==> src/rtl/irq_ctrl_pkg.sv <==
// irq_ctrl_pkg: FSM state codes and config register addresses shared by the
// interrupt controller top level and its testbench.
package irq_ctrl_pkg;

  typedef enum logic [1:0] {
    ST_IDLE    = 2'd0,
    ST_ASSERT  = 2'd1,
    ST_SERVICE = 2'd2
  } irq_state_t;

  localparam logic [1:0] REG_MASK = 2'd0;
  localparam logic [1:0] REG_PEND = 2'd1;
  localparam logic [1:0] REG_EDGE = 2'd2;
  localparam logic [1:0] REG_STAT = 2'd3;

endpackage

==> src/rtl/irq_prio_enc.sv <==
// irq_prio_enc: fixed-priority encoder, lowest set index wins.
// Purely combinational; o_valid is low when no bit is set (o_id then 0).
module irq_prio_enc #(
  parameter int unsigned N_SRC = 4,
  parameter int unsigned ID_W  = 2
) (
  input  logic [N_SRC-1:0] i_elig,
  output logic             o_valid,
  output logic [ID_W-1:0]  o_id
);

  // Scan upward and keep the first set bit found
  always_comb begin
    o_valid = 1'b0;
    o_id    = '0;
    for (int unsigned i = 0; i < N_SRC; i++) begin
      if (i_elig[i] && !o_valid) begin
        o_valid = 1'b1;
        o_id    = ID_W'(i);
      end
    end
  end

endmodule

==> src/rtl/irq_ctrl.sv <==
// irq_ctrl: interrupt controller. Pending/mask/edge-select registers, fixed
// priority selection and the request/ack/eoi handshake towards the core.
// Optional feature macro IRQ_SYNC_EN: when defined, irq_src passes through a
// 2-flop synchroniser before edge/level logic (adds 2 cycles of latency).
module irq_ctrl
  import irq_ctrl_pkg::*;
#(
  parameter int unsigned N_SRC = 4,
  parameter int unsigned ID_W  = 2
) (
  input  logic             clk,
  input  logic             rst,
  input  logic [N_SRC-1:0] irq_src,
  input  logic             cfg_we,
  input  logic [1:0]       cfg_addr,
  input  logic [7:0]       cfg_wdata,
  output logic [7:0]       cfg_rdata,
  input  logic             cpu_ack,
  input  logic             cpu_eoi,
  output logic             irq_o,
  output logic [ID_W-1:0]  irq_id
);

  irq_state_t       r_state;
  logic [N_SRC-1:0] r_mask;
  logic [N_SRC-1:0] r_pend;
  logic [N_SRC-1:0] r_edge;
  logic [N_SRC-1:0] r_src_q;
  logic             r_irq_o;
  logic [ID_W-1:0]  r_irq_id;

  logic [N_SRC-1:0] w_src;
  logic [N_SRC-1:0] w_rise;
  logic [N_SRC-1:0] w_pend_nxt;
  logic [N_SRC-1:0] w_elig;
  logic             w_valid;
  logic [ID_W-1:0]  w_win;
  logic             w_ack_clr;
  logic             w_w1c;
  logic             w_withdraw;
  logic [7:0]       w_status;
  logic             w_unused_wdata;

`ifdef IRQ_SYNC_EN
  logic [N_SRC-1:0] r_sync1;
  logic [N_SRC-1:0] r_sync2;

  // Two-flop synchroniser for asynchronous board sources
  always_ff @(posedge clk or negedge rst) begin
    if (!rst) begin
      r_sync1 <= '0;
      r_sync2 <= '0;
    end else begin
      r_sync1 <= irq_src;
      r_sync2 <= r_sync1;
    end
  end

  assign w_src = r_sync2;
`else
  assign w_src = irq_src;
`endif

  assign w_rise    = w_src & ~r_src_q;
  assign w_elig    = r_pend & r_mask;
  assign w_ack_clr = (r_state == ST_ASSERT) && cpu_ack;
  assign w_w1c     = cfg_we && (cfg_addr == REG_PEND);
  assign w_withdraw = !r_mask[r_irq_id] || !r_pend[r_irq_id];
  assign w_status  = 8'({r_state, r_irq_id});
  assign w_unused_wdata = ^cfg_wdata;

  irq_prio_enc #(
    .N_SRC (N_SRC),
    .ID_W  (ID_W)
  ) u_prio (
    .i_elig  (w_elig),
    .o_valid (w_valid),
    .o_id    (w_win)
  );

  // Next pending value: level bits track the source, edge bits set on a
  // rising edge and clear on ack or W1C, with set taking precedence
  always_comb begin
    w_pend_nxt = r_pend;
    for (int unsigned i = 0; i < N_SRC; i++) begin
      if (!r_edge[i]) begin
        w_pend_nxt[i] = w_src[i];
      end else if (w_rise[i]) begin
        w_pend_nxt[i] = 1'b1;
      end else if ((w_w1c && cfg_wdata[i]) ||
                   (w_ack_clr && (r_irq_id == ID_W'(i)))) begin
        w_pend_nxt[i] = 1'b0;
      end
    end
  end

  // Source history and pending register
  always_ff @(posedge clk or negedge rst) begin
    if (!rst) begin
      r_src_q <= '0;
      r_pend  <= '0;
    end else begin
      r_src_q <= w_src;
      r_pend  <= w_pend_nxt;
    end
  end

  // Mask and edge-select config writes
  always_ff @(posedge clk or negedge rst) begin
    if (!rst) begin
      r_mask <= '0;
      r_edge <= '1;
    end else if (cfg_we) begin
      if (cfg_addr == REG_MASK) r_mask <= cfg_wdata[N_SRC-1:0];
      if (cfg_addr == REG_EDGE) r_edge <= cfg_wdata[N_SRC-1:0];
    end
  end

  // Request/ack/eoi handshake; ack is checked before withdrawal so a
  // simultaneous ack and mask-off still completes the handshake
  always_ff @(posedge clk or negedge rst) begin
    if (!rst) begin
      r_state  <= ST_IDLE;
      r_irq_o  <= 1'b0;
      r_irq_id <= '0;
    end else begin
      case (r_state)
        ST_IDLE: begin
          if (w_valid) begin
            r_state  <= ST_ASSERT;
            r_irq_o  <= 1'b1;
            r_irq_id <= w_win;
          end
        end
        ST_ASSERT: begin
          if (cpu_ack) begin
            r_state <= ST_SERVICE;
            r_irq_o <= 1'b0;
          end else if (w_withdraw) begin
            r_state <= ST_IDLE;
            r_irq_o <= 1'b0;
          end
        end
        ST_SERVICE: begin
          if (cpu_eoi) r_state <= ST_IDLE;
        end
        default: begin
          r_state <= ST_IDLE;
          r_irq_o <= 1'b0;
        end
      endcase
    end
  end

  // Combinational config read-back; unused bits read zero
  always_comb begin
    cfg_rdata = '0;
    case (cfg_addr)
      REG_MASK: cfg_rdata = 8'(r_mask);
      REG_PEND: cfg_rdata = 8'(r_pend);
      REG_EDGE: cfg_rdata = 8'(r_edge);
      REG_STAT: cfg_rdata = w_status;
      default:  cfg_rdata = '0;
    endcase
  end

  assign irq_o  = r_irq_o;
  assign irq_id = r_irq_id;

endmodule

==> config.mk <==
export PLATFORM = sky130hd
export DESIGN_NAME = irq_ctrl
export DESIGN_NICKNAME = d
export VERILOG_FILES = /design/src/rtl/irq_ctrl_pkg.sv /design/src/rtl/irq_prio_enc.sv /design/src/rtl/irq_ctrl.sv
export SDC_FILE = /design/constraint.sdc
export NUM_CORES = 1
export LEC_CHECK = 0
export BUFFER_PORTS_ARGS = -buffer_cell sky130_fd_sc_hd__buf_4
export CORE_ASPECT_RATIO = 1.25
export CORE_MARGIN = 4
export CORE_UTILIZATION = 35
export CTS_CLUSTER_DIAMETER = 120
export DETAILED_ROUTE_END_ITERATION = 7
export GPL_TIMING_DRIVEN = 1
export PLACE_DENSITY = 0.63
export RECOVER_POWER = 25
export SYNTH_ARGS = -nofsm -noshare
export SYNTH_HDL_FRONTEND = slang
export SYNTH_HIERARCHICAL = 1
export SYNTH_SLANG_ARGS = --single-unit
export TNS_END_PERCENT = 1
==> constraint.sdc <==
create_clock -name clk -period 1.8 [get_ports clk]
set_clock_uncertainty 0.1 [all_clocks]
set_input_delay 0.36 -clock clk [delete_from_list [all_inputs] [get_ports clk]]
set_output_delay 0.36 -clock clk [all_outputs]
set_load 0.02 [all_outputs]
==> results of run 1 <==
## through the flow
| stage | area [sq um] | util | setup TNS [ns] | hold slack, ns |
|---|---|---|---|---|
| finish | 1360 | 0.453 | -0.0605 | 0.0801 |
| global route | 1360 | 0.453 | -0.251 | 0.0596 |
| CTS | 1370 | 0.456 | -0.0980 | 0.0537 |
| detailed placement | 1300 | 0.433 | 0 | 0.164 |
| global placement | 1300 | 0.433 | 0 | 0.160 |
| floorplan | 1130 | - | 0 | -0.0356 |
## layout by cell type, fill, tap and decap left out, types with 2 or more instances in the layout
master	instances
a21o_1	2
a21oi_1	3
a22o_1	2
a22oi_1	2
and2_1	4
and2b_1	2
and3_1	2
buf_4	16
buf_6	4
clkbuf_1	2
clkbuf_4	5
conb_1	4
dfrtp_1	16
dfstp_2	4
inv_1	2
mux2_1	6
mux2_4	4
mux4_2	4
nand2_1	9
nand3_1	4
nor2_1	4
## layout make-up
class | instances | area (sq um) | share of cell area
Timing Repair Buffer | 26 | 203 | 0.149
Tap cell | 36 | 45.0 | 0.0331
Clock buffer | 3 | 22.5 | 0.0166
Inverter | 3 | 11.3 | 0.00829
Multi-Input combinational cell | 65 | 541 | 0.398
Clock inverter | 1 | 5.00 | 0.00368
Sequential cell | 21 | 532 | 0.391
## worst min-delay path by stage
stage | from | end | slack, ns | cells after the start
floorplan | rst | irq_id[0]$_DFFE_PN0P_ | -0.04 | 0
global placement | rst | r_src_q[3]$_DFF_PN0_ | 0.16 | 1
detailed placement | rst | r_src_q[3]$_DFF_PN0_ | 0.16 | 1
CTS | irq_src[3] | r_src_q[3]$_DFF_PN0_ | 0.05 | 1
global route | irq_src[3] | r_src_q[3]$_DFF_PN0_ | 0.06 | 1
finish | irq_src[2] | r_src_q[2]$_DFF_PN0_ | 0.08 | 1
## worst register-to-register path: cells and delay by family (launching register included)
family           cells  cell delay, ns
DFF                  1            0.39
and+or+nand+nor      4            0.61
muxes                1            0.35
## state kept, by name (all words and copies together) (netlist names)
name     count
r_pend       4
r_state      2
irq_id       2
irq_o        1
r_edge       4
r_src_q      4
r_mask       4
## cells by family (layout without fill, tap and decap cells)
| group | count (synthesis) | count (layout) | share of synthesized area |
|---|---|---|---|
| simple gates | 33 | 33 | 0.182 |
| other cells | 1 | 4 | 0.00335 |
| buf+inv | 9 | 33 | 0.0536 |
| compound gates | 14 | 14 | 0.0927 |
| flops | 21 | 21 | 0.474 |
| mux | 14 | 14 | 0.194 |
## routing by layer
metal | vias up | global-route usage | share of wire
li1 | 377 | - | -
met5 | - | 0 | 0
met3 | 2 | 0.0234 | 0.046
met4 | 0 | 0.0378 | 0.0062
met2 | 19 | 0.185 | 0.51
met1 | 390 | 0.152 | 0.44
## cells in the mapped netlist (all sizes together)
| cell | instances | share of area |
|---|---|---|
| o22ai | 1 | 0.0056 |
| nor3b | 2 | 0.028 |
| and2b | 2 | 0.013 |
| o21bai | 1 | 0.0067 |
| mux4 | 4 | 0.080 |
| mux2 | 10 | 0.11 |
| a21oi | 4 | 0.021 |
| and2 | 4 | 0.022 |
| nor3 | 1 | 0.0045 |
| dfstp | 4 | 0.094 |
| nor2 | 5 | 0.019 |
| a21o | 2 | 0.013 |
| and3 | 2 | 0.011 |
| nand2 | 10 | 0.036 |
| nand2b | 1 | 0.0056 |
| inv | 3 | 0.010 |
| nand3 | 4 | 0.018 |
| a32o | 1 | 0.0089 |
| a22o | 2 | 0.016 |
| dfrtp | 17 | 0.38 |
| a221oi | 1 | 0.0078 |
| a22oi | 2 | 0.013 |
| conb | 1 | 0.0033 |
| nand3b | 2 | 0.025 |
| buf | 6 | 0.044 |
## timing repair
action | CTS | global route
hold buffers | 1 | 0
resized for setup | 5 | 0
endpoints found under the setup margin | 4 | 4
hold endpoints to repair | 17 | 0
setup buffers | 2 | 0
## where the power goes
part | switching (mW) | internal [mW] | leakage (nW)
Combinational | 0.336 | 0.361 | 0.363
Clock | 0.146 | 0.0829 | 0.0177
Sequential | 0.0800 | 0.595 | 0.244
Total | 0.561 | 1.04 | 0.625
==> summary.md, run 1 <==
| Metric | Value |
|---|---|
| RSZ-0062 raised after global routing | `yes` |
| Worst Path Buf+Inv | `1` |
| Final ANT Viol Nets | `0` |
| CP max stage cell | `mux4_2` |
| Seq/Total Area, Yosys | `0.474` |
| Share of cells above drive strength 1 | `0.395` |
| Filler instances | `285` |
| TritonCTS Buffers | `3` |
| DIE AREA | `4170 sq um` |
| Synthesized area | `1120 sq um` |
| Largest net degree at the start of global routing | `22` |
| Crit path from | `r_state[0]$_DFFE_PN0P_` |
| Final hold viol count | `0` |
| Finished Layout Cells | `155` |
| Power, Total | `1.60 mW` |
| Max Buffers Root-to-Sink | `2` |
| Failing checks | `setup timing` |
| Drt total wl | `2250 microns` |
| Reg2reg start | `r_mask[0]$_DFFE_PN0P_` |
| Worst-Margin Slew | `0.528 ns` |
| Crit path required time | `1.34 ns` |
| Post-Synthesis Cells | `92` |
| Remaining global-route overflow | `0` |
| Pwr Density | `1180 nW/um^2` |
| Worst hold path class | `input port to flip-flop` |
| Initial antenna violation count | `0` |
| Chip Width | `58.6 microns` |
| Pre-Repair DR Iteration Count | `2` |
| Worst slack, placed | `0.107 ns` |
| Setup crit start kind | `flip-flop` |
| Reg clk slew, reported paths | `0.12 ns` |
| Number of vias per cell | `5.08` |
| Placed cell count | `148` |
| Wire per inst | `14.5 microns` |
| Vias in the first global route | `795` |
| Register bit count reported by yosys | `21` |
| GRT Total Usage | `0.114` |
| # IOs | `30` |
| Reg2reg end | `irq_id[1]$_DFFE_PN0P_` |
| # diodes | `0` |
| Worst Path Max Fanout | `2` |
| Max_cap viols | `0` |
| Clk sinks | `21` |
| CP Cell Sequence | `mux4_2 > buf_6` |
| Initial drt markers | `10` |
| Crit-path max cell delay | `0.48 ns` |
| Synthesized area per cell | `12.2 sq um` |
| Die Y | `71.2 microns` |
| WP depth | `2` |
| Row cnt | `22` |
| Max Fclk | `544 MHz` |
| Slew Limit Fails | `0` |
| Period utilisation layout | `1.02` |
| CTS tree | `done` |
| Vias | `788` |
| Starting Density | `0.373` |
| RePlAce Congestion | `0.774` |
| Post-route DRC | `0` |
| Core area | `3000 sq um` |
| Max VDD drop | `676 uV` |
| Crit path capture | `cfg_rdata[2]` |
| Worst r2r path cells | `5` |
| YS warnings | `6` |
| Worst path arrival time | `1.38 ns` |
| CP endpoint kind | `output port` |
| Worst slew margin | `0.648` |
| Leakage Power | `0.625 nW` |
| Final WS setup | `-0.0376 ns` |
| Hpwl dp | `1740 microns` |
| Final setup violation count | `2` |
| Distinct cells, synth | `33` |
| WS Path Type | `flip-flop to output port` |
| Minimum clock period | `1.84 ns` |
| Final #Nets | `139` |
| CP delay by family, top | `multiplexers` |
| First-pass GRT wire length | `3680 microns` |
| Reg-to-reg slack, setup | `0.26 ns` |
| Port Buffers | `21` |
| Clk root buf | `clkbuf_4` |
| Clk_lat worst skew | `0.30 ns` |
| H-tree levels | `1` |
| Status | `finished with violations` |
| P&R area growth vs syn | `21.3%` |
Note: power is estimated with default switching activity, not from simulation.
==> run 2, diff against run 1 <==
- CORE_UTILIZATION: 35 -> 29
- PLACE_DENSITY: 0.63 -> 0.55
==> summary.md, run 2 (synthesized netlist as in run 1, its figures left out) <==
| Metric | Value |
|---|---|
| Status | `finished, final reports clean` |
| Max_cap viols | `0` |
| H-tree levels | `1` |
| Vias | `769` |
| Die Y | `77.5 microns` |
| Clk pwr share | `0.182` |
| Power, Total | `1.69 mW` |
| Internal power | `1.11 mW` |
| Number of vias per cell | `4.84` |
| Final hold slack | `0.129 ns` |
| Final ANT Viol Nets | `0` |
| Crit path required time | `1.34 ns` |
| Finished Layout Cells | `159` |
| Chip Width | `63.6 microns` |
| Worst slack, placed | `0.100 ns` |
| Post-route DRC | `0` |
| DIE AREA | `4930 sq um` |
| Initial drt markers | `32` |
| CTS tree | `done` |
| Final WS setup | `0.0261 ns` |
| Remaining global-route overflow | `0` |
| Row cnt | `25` |
| Combinational Power Share | `0.415` |
| Final Instance Area | `1380 sq um` |
| Sw Ratio | `0.340` |
| CP endpoint kind | `output port` |
| Filler instances | `378` |
| Max VDD drop | `379 uV` |
| Net Switching | `0.573 mW` |
| TritonCTS Buffers | `3` |
| Reg clk slew, reported paths | `0.08 ns` |
| Placed cell count | `152` |
| Final #Nets | `139` |
| Starting Density | `0.298` |
| Pre-Repair DR Iteration Count | `4` |
| Share of cells above drive strength 1 | `0.403` |
| Commonest non-fill, non-tap cells in the layout | `buf_4, dfrtp_1, nand2_1, mux2_1` |
| Wire per inst | `15.4 microns` |
| GRT Total Usage | `0.108` |
| # diodes | `0` |
| Slew Limit Fails | `0` |
| Hpwl dp | `1890 microns` |
| Final hold viol count | `0` |
| Worst-Margin Slew | `0.540 ns` |
| Minimum clock period | `1.77 ns` |
| Max Fclk | `564 MHz` |
| Drt total wl | `2450 microns` |
| Worst hold path class | `input port to flip-flop` |
| Worst path arrival time | `1.31 ns` |
| Clk root buf | `clkbuf_8` |
| Vias in the first global route | `836` |
| Core area | `3750 sq um` |
| Port Buffers | `21` |
| Period utilisation layout | `0.986` |
| Pwr Density | `1220 nW/um^2` |
| Clk_lat worst skew | `0.25 ns` |
| # IOs | `30` |
| Initial antenna violation count | `0` |
| Setup crit start kind | `flip-flop` |
| Clk sinks | `21` |
| Commonest non-fill, non-tap cell in the layout | `buf_4` |
| RSZ-0062 raised after global routing | `yes` |
| Max Buffers Root-to-Sink | `2` |
| WS Path Type | `flip-flop to output port` |
| RePlAce Congestion | `0.732` |
| Final setup violation count | `0` |
| Worst slew margin | `0.640` |
| Worst Path Max Fanout | `3` |
| Placed Area | `1310 sq um` |
| P&R area growth vs syn | `23.5%` |
| Leakage Power | `0.631 nW` |
| Largest net degree at the start of global routing | `22` |
| First-pass GRT wire length | `4060 microns` |
| Flop pwr share | `0.403` |
## run 2: path summary, 6_finish.rpt
check / from / to / slack [ns] / cells past startpoint
max in group asynchronous: rst / r_state[1]$_DFFE_PN0P_ / 0.70 / 2
worst min-delay path: irq_src[2] / r_src_q[2]$_DFF_PN0_ / 0.13 / 1
worst max-delay path: r_state[1]$_DFFE_PN0P_ / cfg_rdata[3] / 0.03 / 2
min in group asynchronous: rst / r_mask[2]$_DFFE_PN0P_ / 0.51 / 2
worst min register to register: r_state[1]$_DFFE_PN0P_ / r_state[1]$_DFFE_PN0P_ / 0.43 / 1
worst max register to register: r_pend[0]$_DFFE_PN0P_ / irq_id[0]$_DFFE_PN0P_ / 0.25 / 5
## run 2: metal layers
layer | global-route usage | wire (microns) | vias to the layer above
li1 | - | - | 376
met1 | 0.129 | 1050 | 375
met2 | 0.188 | 1290 | 16
met3 | 0.0217 | 78 | 2
met4 | 0.0410 | 28 | 0
met5 | 0 | 0 | -
## run 2: power groups by stage
stage	Clock, mW	Combinational (mW)	Sequential (mW)
final	0.307	0.700	0.679
after global routing	0.345	0.768	0.698
after CTS	0.320	0.682	0.687
after detailed placement	0	0.644	0.702
after global placement	0	0.634	0.694
after floorplan	0	0.378	0.726
## run 2: worst max-delay path, stage by stage (launching register included)
cell     delay (ns)
dfrtp_2        0.43
mux4_2         0.48
buf_6          0.15
## run 2: final cells by class
cell class / count / area, sq um / share of cell area
Multi-Input combinational cell: 65 / 541 / 0.391
Sequential cell: 21 / 533 / 0.386
Timing Repair Buffer: 26 / 203 / 0.147
Tap cell: 40 / 50.0 / 0.0362
Clock buffer: 4 / 45.0 / 0.0326
Inverter: 3 / 11.3 / 0.00814
## run 2: what timing repair did
item                                    4_1_cts  5_1_grt
setup buffers                                 1        1
cloned                                        0        0
resized for setup                             3        2
hold endpoints to repair                     17        0
endpoints found under the setup margin        2        3
hold buffers                                  1        0
## run 2: metrics by stage
| step | TNS (ns) | utilization |
|---|---|---|
| 3_3_place_gp | 0 | 0.348 |
| 4_1_cts | -0.00289 | 0.366 |
| 6_report | 0 | 0.368 |
| 2_1_floorplan | 0 | - |
| 3_5_place_dp | 0 | 0.348 |
| 5_1_grt | -0.0192 | 0.368 |
==> run 3, diff against run 2 <==
- BUFFER_PORTS_ARGS: -buffer_cell sky130_fd_sc_hd__buf_4 -> -buffer_cell sky130_fd_sc_hd__buf_2
==> summary.md, run 3 (synthesized netlist as in run 1, its figures left out) <==
| Metric | Value |
|---|---|
| Largest net degree at the start of global routing | `22` |
| DIE AREA | `4930 sq um` |
| Period utilisation layout | `0.985` |
| Max_cap viols | `0` |
| Remaining global-route overflow | `0` |
| Net Switching | `0.572 mW` |
| Crit path required time | `1.34 ns` |
| Minimum clock period | `1.77 ns` |
| Clk root buf | `clkbuf_8` |
| Internal power | `1.06 mW` |
| Worst r2r path cells | `5` |
| Final WS setup | `0.0263 ns` |
| Share of cells above drive strength 1 | `0.387` |
| End-of-flow core utilization | `0.351` |
| Reg-to-reg slack, setup | `0.23 ns` |
| Leakage Power | `0.603 nW` |
| # IOs | `30` |
| CTS tree | `done` |
| Max Fclk | `564 MHz` |
| Hold path startpoint | `irq_src[1]` |
| CP delay by family, top | `multiplexers` |
| Flop pwr share | `0.409` |
| Reg2reg start | `r_mask[1]$_DFFE_PN0P_` |
| Hold depth | `1` |
| Final setup violation count | `0` |
| Met2 GRT Util | `0.183` |
| CP max stage cell | `mux4_2` |
| CP Cell Sequence | `mux4_2 > buf_6` |
| Max Buffers Root-to-Sink | `2` |
| CP endpoint kind | `output port` |
| Commonest non-fill, non-tap cells in the layout | `buf_2, dfrtp_1, nand2_1, mux2_1` |
| Initial drt markers | `26` |
| Status | `finished, final reports clean` |
| Combinational Power Share | `0.399` |
| Drt total wl | `2440 microns` |
| Die Y | `77.5 microns` |
| First-pass GRT wire length | `3950 microns` |
| Clk pwr share | `0.191` |
| GRT Total Usage | `0.106` |
| Worst Path Max Fanout | `2` |
| Hpwl dp | `1870 microns` |
| Initial antenna violation count | `0` |
| Sw Ratio | `0.350` |
| TNS Setup | `0 ns` |
| Worst hold path class | `input port to flip-flop` |
| RePlAce Congestion | `0.734` |
| Worst slack, placed | `0.00736 ns` |
| Port Buffers | `21` |
| Reg clk slew, reported paths | `0.08 ns` |
| Pwr Density | `1240 nW/um^2` |
| RSZ-0062 raised after global routing | `yes` |
| Final ANT Viol Nets | `0` |
| Starting Density | `0.298` |
| GRT busiest layer | `met2` |
| Power, Total | `1.64 mW` |
| Chip Width | `63.6 microns` |
| Worst slew margin | `0.646` |
| # diodes | `0` |
| Core area | `3750 sq um` |
| Met3 global-route usage | `0.0188` |
| WS Path Type | `flip-flop to output port` |
| Worst path arrival time | `1.31 ns` |
| Number of vias per cell | `4.89` |
| Wire per inst | `15.3 microns` |
| Worst-Margin Slew | `0.531 ns` |
| TritonCTS Buffers | `3` |
| Slew Limit Fails | `0` |
| Grt met1 use | `0.125` |
| Crit-path max cell delay | `0.48 ns` |
| Hold worst-path end | `r_src_q[1]$_DFF_PN0_` |
| Clk sinks | `21` |
| Clk_lat worst skew | `0.26 ns` |
| Vias | `777` |
| Worst Path Buf+Inv | `1` |
| Post-route DRC | `0` |
| Vias in the first global route | `809` |
| Placed cell count | `152` |
| H-tree levels | `1` |
| Final hold viol count | `0` |
| Row cnt | `25` |
| Setup crit start kind | `flip-flop` |
| Pre-Repair DR Iteration Count | `4` |
| P&R area growth vs syn | `17.8%` |
| Max VDD drop | `462 uV` |
| Final #Nets | `139` |
| Reg2reg end | `irq_id[0]$_DFFE_PN0P_` |
| Finished Layout Cells | `159` |
## run 3: area by class of cell
class                           instances  area (sq um)
Clock buffer                            3          41.3
Fill cell                             389          2430
Timing Repair Buffer                   26           151
Multi-Input combinational cell         65           528
Clock inverter                          1          5.00
Sequential cell                        21           532
Tap cell                               40          50.0
Inverter                                3          11.3
## run 3: timing repair
action / CTS / global route
buffers inserted: 1 / 1
hold endpoints to repair: 17 / 0
resized for setup: 1 / 3
endpoints found under the setup margin: 2 / 4
hold buffers: 1 / 0
## run 3: layer usage
| metal | part of all wire | wire, microns | vias to the layer above |
|---|---|---|---|
| li1 | - | - | 371 |
| met3 | 0.034 | 82 | 4 |
| met1 | 0.42 | 1030 | 384 |
| met4 | 0.021 | 51 | 0 |
| met5 | 0 | 0 | - |
| met2 | 0.52 | 1280 | 18 |
## run 3: worst max path at each step
stage                                 from            to  depth (start not counted)
finish              r_state[0]$_DFFE_PN0P_  cfg_rdata[2]                          2
global route        r_state[0]$_DFFE_PN0P_  cfg_rdata[2]                          2
CTS                 r_state[0]$_DFFE_PN0P_  cfg_rdata[2]                          2
detailed placement             cfg_addr[0]  cfg_rdata[3]                          3
global placement               cfg_addr[0]  cfg_rdata[3]                          3
floorplan                      cfg_addr[0]  cfg_rdata[0]                          2
## run 3: power by group through the flow
stage	sequential, mW	clock, mW	combinational (mW)
6_report	0.670	0.313	0.653
5_1_grt	0.690	0.351	0.718
4_1_cts	0.685	0.324	0.628
3_5_place_dp	0.699	0	0.601
3_3_place_gp	0.693	0	0.590
2_1_floorplan	0.726	0	0.378
## run 3: through the flow
| step | hold slack [ns] | area [sq um] |
|---|---|---|
| after floorplan | -0.0356 | 1130 |
| after global placement | 0.237 | 1250 |
| after detailed placement | 0.249 | 1250 |
| after CTS | 0.114 | 1320 |
| after global routing | 0.102 | 1320 |
| final | 0.117 | 1320 |
